File: src/rtl/scytale_codec_if.sv
// scytale_codec_if: character input, key/mode sideband and valid/ready output channel
interface scytale_codec_if #(parameter int D_WIDTH = 8, parameter int KEY_WIDTH = 8);
  logic [D_WIDTH-1:0]   data_i;
  logic                 valid_i;
  logic                 mode_i;
  logic [KEY_WIDTH-1:0] key_N;
  logic [KEY_WIDTH-1:0] key_M;
  logic                 busy_o;
  logic [D_WIDTH-1:0]   data_o;
  logic                 valid_o;
  logic                 ready_i;
  logic                 err_o;
  modport master (output data_i, valid_i, mode_i, key_N, key_M, ready_i,
                  input  busy_o, data_o, valid_o, err_o);
  modport slave  (input  data_i, valid_i, mode_i, key_N, key_M, ready_i,
                  output busy_o, data_o, valid_o, err_o);
endinterface

File: src/rtl/scytale_codec.sv
// scytale_codec: buffers a message until the token, then emits it scytale-decrypted or encrypted
module scytale_codec #(
  parameter int D_WIDTH = 8,
  parameter int KEY_WIDTH = 8,
  parameter int MAX_NOF_CHARS = 50,
  parameter logic [D_WIDTH-1:0] START_DECRYPTION_TOKEN = 8'hFA
) (
  input logic clk,
  input logic rst,
  scytale_codec_if.slave bus
);
  localparam int PW = $clog2(MAX_NOF_CHARS);
  localparam int CW = $clog2(MAX_NOF_CHARS + 1);
  localparam int KW = KEY_WIDTH;
  localparam logic [CW-1:0] MAXC = CW'(MAX_NOF_CHARS);
  typedef enum logic {LOAD, EMIT} state_t;
  state_t r_state, w_next;
  logic [D_WIDTH-1:0] r_buf [MAX_NOF_CHARS];
  logic [CW-1:0] r_count, r_t;
  logic r_ovf, r_err, r_mode;
  logic [KW-1:0] r_n, r_m, r_inner, r_outer;
  logic [PW-1:0] r_ptr;
  logic [2*KW-1:0] w_len;
  logic [KW-1:0] w_stride, w_lim;
  logic w_chr, w_tok, w_ok, w_xfer, w_last, w_wrap;
  assign w_chr = r_state == LOAD && bus.valid_i && bus.data_i != START_DECRYPTION_TOKEN;
  assign w_tok = r_state == LOAD && bus.valid_i && bus.data_i == START_DECRYPTION_TOKEN;
  assign w_len = (2*KW)'(bus.key_N) * (2*KW)'(bus.key_M);
  assign w_ok = !r_ovf && |bus.key_N && |bus.key_M && w_len == (2*KW)'(r_count);
  // decrypt walks columns with stride N over M rows; encrypt is the transpose
  assign w_stride = r_mode ? r_m : r_n;
  assign w_lim = r_mode ? r_n : r_m;
  assign w_xfer = r_state == EMIT && bus.ready_i;
  assign w_last = r_t == r_count - 1'b1;
  assign w_wrap = r_inner == w_lim - 1'b1;
  always_comb begin
    w_next = r_state == LOAD ? (w_tok && w_ok ? EMIT : LOAD) : (w_xfer && w_last ? LOAD : EMIT);
  end
  always_ff @(posedge clk) begin
    if (rst) r_state <= LOAD;
    else r_state <= w_next;
  end
  always_ff @(posedge clk) begin
    if (w_chr && r_count < MAXC) r_buf[r_count] <= bus.data_i;
  end
  always_ff @(posedge clk) begin
    if (rst) begin
      r_count <= '0;
      r_ovf <= 1'b0;
      r_err <= 1'b0;
    end else begin
      r_err <= 1'b0;
      if (w_chr) begin
        if (r_count < MAXC) r_count <= r_count + 1'b1;
        else r_ovf <= 1'b1;
      end
      if (w_tok) begin
        r_n <= bus.key_N;
        r_m <= bus.key_M;
        r_mode <= bus.mode_i;
        r_ptr <= '0;
        r_inner <= '0;
        r_outer <= '0;
        r_t <= '0;
        if (!w_ok) begin
          r_err <= 1'b1;
          r_count <= '0;
          r_ovf <= 1'b0;
        end
      end
      if (w_xfer) begin
        r_t <= r_t + 1'b1;
        r_inner <= w_wrap ? '0 : r_inner + 1'b1;
        r_outer <= w_wrap ? r_outer + 1'b1 : r_outer;
        r_ptr <= w_wrap ? PW'(r_outer + 1'b1) : r_ptr + PW'(w_stride);
        if (w_last) begin
          r_count <= '0;
          r_ovf <= 1'b0;
        end
      end
    end
  end
  assign bus.busy_o = r_state == EMIT;
  assign bus.valid_o = r_state == EMIT;
  assign bus.data_o = r_state == EMIT ? r_buf[r_ptr] : '0;
  assign bus.err_o = r_err;
endmodule
File: src/flat_wrapper.sv
// flat-port wrapper written by rule: the top's interface ports become plain ports
module scytale_codec_flat 
#(
  parameter int D_WIDTH = 8,
  parameter int KEY_WIDTH = 8,
  parameter int MAX_NOF_CHARS = 50,
  parameter logic [D_WIDTH-1:0] START_DECRYPTION_TOKEN = 8'hFA
)
  (clk, rst, bus_data_i, bus_valid_i, bus_mode_i, bus_key_N, bus_key_M, bus_ready_i, bus_busy_o, bus_data_o, bus_valid_o, bus_err_o);
  scytale_codec_if #(.D_WIDTH(D_WIDTH), .KEY_WIDTH(KEY_WIDTH)) bus_i ();
  input logic clk;
  input logic rst;
  input wire logic [$bits(bus_i.data_i)-1:0] bus_data_i;
  input wire logic [$bits(bus_i.valid_i)-1:0] bus_valid_i;
  input wire logic [$bits(bus_i.mode_i)-1:0] bus_mode_i;
  input wire logic [$bits(bus_i.key_N)-1:0] bus_key_N;
  input wire logic [$bits(bus_i.key_M)-1:0] bus_key_M;
  input wire logic [$bits(bus_i.ready_i)-1:0] bus_ready_i;
  output wire logic [$bits(bus_i.busy_o)-1:0] bus_busy_o;
  output wire logic [$bits(bus_i.data_o)-1:0] bus_data_o;
  output wire logic [$bits(bus_i.valid_o)-1:0] bus_valid_o;
  output wire logic [$bits(bus_i.err_o)-1:0] bus_err_o;
  assign bus_i.data_i = bus_data_i;
  assign bus_i.valid_i = bus_valid_i;
  assign bus_i.mode_i = bus_mode_i;
  assign bus_i.key_N = bus_key_N;
  assign bus_i.key_M = bus_key_M;
  assign bus_i.ready_i = bus_ready_i;
  assign bus_busy_o = bus_i.busy_o;
  assign bus_data_o = bus_i.data_o;
  assign bus_valid_o = bus_i.valid_o;
  assign bus_err_o = bus_i.err_o;
  scytale_codec #(.D_WIDTH(D_WIDTH), .KEY_WIDTH(KEY_WIDTH), .MAX_NOF_CHARS(MAX_NOF_CHARS), .START_DECRYPTION_TOKEN(START_DECRYPTION_TOKEN)) u_core (.clk(clk), .rst(rst), .bus(bus_i));
endmodule
File: config.mk
export PLATFORM = sky130hd
export DESIGN_NAME = scytale_codec_flat
export DESIGN_NICKNAME = d
export VERILOG_FILES = /design/src/rtl/scytale_codec_if.sv /design/src/rtl/scytale_codec.sv /design/src/flat_wrapper.sv
export SDC_FILE = /design/constraint.sdc
export NUM_CORES = 1
export LEC_CHECK = 0
export ABC_AREA = 0
export CORE_ASPECT_RATIO = 1.2
export CORE_MARGIN = 4
export CORE_UTILIZATION = 38
export DETAILED_ROUTE_END_ITERATION = 8
export GPL_TIMING_DRIVEN = 0
export PLACE_DENSITY = 0.59
export SLEW_MARGIN = 20
export SYNTH_ARGS = -nofsm -noshare
export SYNTH_HDL_FRONTEND = slang
export SYNTH_SLANG_ARGS = --single-unit
File: constraint.sdc
create_clock -name clk -period 13.5 [get_ports clk]
set_input_delay 1.35 -clock clk [delete_from_list [all_inputs] [get_ports clk]]
set_output_delay 1.35 -clock clk [all_outputs]
set_load 0.005 [all_outputs]
==> flow_summary.toml <==
[synthesis]
ys.flop_type = "edfxtp_1"
yosys_warnings = 0
synth_seq_cells = 458
synth_top_area_share = 0.636
syn_area_um2 = 20900
ys_seq_area_frac = 0.650
synth_top_area_cell = "edfxtp_1"
synth_nets = 1327
syn_inst = 1214
synthDistinctLibCells = 62
synth-edff-count = 443
synth_area_per_cell_um2 = 17.2
async_flop_share = 0
synth_area_leaders = "edfxtp_1 (64%), mux4_2 (14%), fa_1 (3.5%)"

[global_route]
grt_pass1_wl_um = 70500
gr-total-overflow = 0
grt_max_degree = 47
antenna_found_initial = 2
track_usage = 0.157
grt_pass1_vias = 11467

[route]
wl_per_cell_um = 22.2
num_vias = 10731
drc = 0
dr.pass1.iters = 5
drt_first_iter_violations = 811
vias_per_cell = 5.20
wl_um = 45800
drtAntennaViolNets = 0

[worst_setup_path]
worstPathRequired_ns = 13.97
critPathKind = "in2reg"
critPathMaxFanout = 9
critPathCaptureType = "register"
cp_data_arrival_time_ns = 6.83
start_kind = "input port"
rrSetupSlack_ns = 10.25

[placement]
dpl_cell_area_um2 = 22400
hpwl_um = 32900
io_buffers = 39
gp_congestion = 0.827
dp_slack_ns = 6.57

[die]
ios = 40
die_x_um = 222
coreArea_um2 = 54100
rows = 93
dieArea_um2 = 58900
die_y_um = 265
initial_core_util = 0.387

[cells_and_area]
syn_to_final_growth_pct = 14.4
final_nets = 1425
final_cell_area_um2 = 23900
drive_gt1_frac = 0.194

[flow_run]
cap_violations = 0

[cts]
cts_sinks = 458
cts-root-buf = "clkbuf_16"
cts_max_level = 2
cts_buffers = 47
tritoncts = "yes"
worstSkewPairLatency_ns = 0.57
cts_setup_buffers = 0
post_cts_resized = 0
clockBufferDepth = 3
cts_hold_buf = 0
clk_pin_slew_ns = 0.06

[timing]
period_share = 0.471
worst_slew_margin_rel = 0.364
worst_pin_slew_ns = 0.953
hold_viol_final = 0
setup_viol = 0
fin_ws_ns = 7.14
tns_ns = 0
rsz0062_at_grt = "no"
clock_skew_ns = 0.0149
fmax_mhz = 157
worst_hold_slack_ns = 0.522
min_period_ns = 6.36
drv_slew = 0

[pwr]
power_density_nw_per_um2 = 132
peakVddDrop_mv = 0.0984
p_leak_nw = 8.01

[run_status]
status = "finished, final reports clean"

[worst_hold_path]
hold_class = "reg2reg"
-- final timing paths --
kind,startpoint,end,cells past startpoint
worst min register to register,u_core.r_ptr[4]$_DFFE_PP_,register,1
worst max-delay path,bus_key_M[2],u_core.r_count[5]$_SDFF_PP0_,17
worst min-delay path,u_core.r_ptr[4]$_DFFE_PP_,register,1
worst max register to register,u_core.r_mode$_DFFE_PP_,u_core.r_outer[3]$_SDFFCE_PN0P_,10
-- power by group --
group	leakage, nW	internal (mW)	switching (mW)	total [mW]
sequential	4.13	1.56	0.00132	1.56
combinational	3.15	0.140	0.194	0.334
clock	0.736	0.739	0.529	1.27
total	8.01	2.44	0.724	3.16
-- final cells by class --
cell class	count	area, um2
tap	712	891
clock inverter	24	201
timing repair buffer	49	568
fill	4727	30200
multi-input combinational	631	6830
clock buffer	63	1310
buffer	59	279
sequential	458	13600
antenna	1	2.50
inverter	66	248
-- registers in the layout, indices dropped and copies added, names as in the netlist, 6 cells and up, named ones only --
signal,count
u_core.r_outer,6
u_core.r_count,6
u_core.r_buf,400
u_core.r_ptr,6
u_core.r_m,8
u_core.r_inner,8
u_core.r_n,8
u_core.r_t,6
-- worst max-delay path: stages --
cell	delay [ns]
clkdlybuf4s50_1	0.49
clkbuf_1	0.39
nand2_1	0.16
fa_1	0.52
fa_1	0.56
fa_1	0.43
fa_1	0.49
inv_1	0.04
ha_1	0.26
clkbuf_1	0.26
o21ai_0	0.15
a221o_1	0.40
a211oi_1	0.24
nand4b_1	0.13
nor4_1	0.35
a31oi_1	0.31
nor3b_1	0.29
-- cell families after synthesis --
| group | after synthesis | share of synthesized area |
|---|---|---|
| AO/OA/AOI/OAI | 66 | 0.0216 |
| XOR/XNOR | 51 | 0.0214 |
| adder cells (fa/ha/maj) | 84 | 0.0635 |
| multiplexers | 160 | 0.154 |
| flip-flops | 458 | 0.650 |
| AND/OR/NAND/NOR | 270 | 0.0637 |
| buffers and inverters | 125 | 0.0252 |
-- cell usage in the layout, fill, tap and decap left out, types with 13 or more instances in the layout --
cell type,netlist,routed
a21oi_1,19,18
and2_1,47,47
and3_1,13,13
buf_2,10,18
clkbuf_1,33,44
clkbuf_16,0,49
clkdlybuf4s50_1,0,31
dfxtp_1,15,15
edfxtp_1,443,443
fa_1,37,37
ha_1,47,47
inv_1,66,66
mux2_2,21,21
mux4_2,128,128
nand2_1,52,52
nand3_1,18,18
nor2_1,88,87
xnor2_1,33,33
xor2_1,18,18
-- synthesized netlist by cell type (all sizes together) (2+ instances only) --
library cell  count
nand3            18
or3               2
nand2b            3
inv              66
clkbuf           33
nor4              9
fa               37
xnor2            33
nand2            52
o21bai            2
o21ai             7
mux4            128
o32ai             2
a31oi             4
dfxtp            15
edfxtp          443
o2111ai           2
nand4             3
xor2             18
o22a              4
nor3b             7
a21oi            19
a211oi            2
and2             48
buf              26
and3             13
nor3             10
nor4b             2
mux2i            11
nor2b             8
mux2             21
nor2             88
a21o              7
ha               47
-- stage by stage --
step / utilization / power, mW / cells
after floorplan: - / 1.83 / 1214
after global placement: 0.410 / 1.92 / 1965
after detailed placement: 0.414 / 1.93 / 1975
after CTS: 0.442 / 3.19 / 2062
after global routing: 0.442 / 3.30 / 2062
final: 0.442 / 3.16 / 2063
-- metal layers --
layer  vias to the layer above  GRT usage  share of wire
li1                       4881          -              -
met5                         -          0              0
met1                      5507      0.198           0.41
met3                        73     0.0245          0.048
met2                       270      0.274           0.51
met4                         0     0.0607          0.035
No activity file was read; power rests on OpenSTA's default activity.
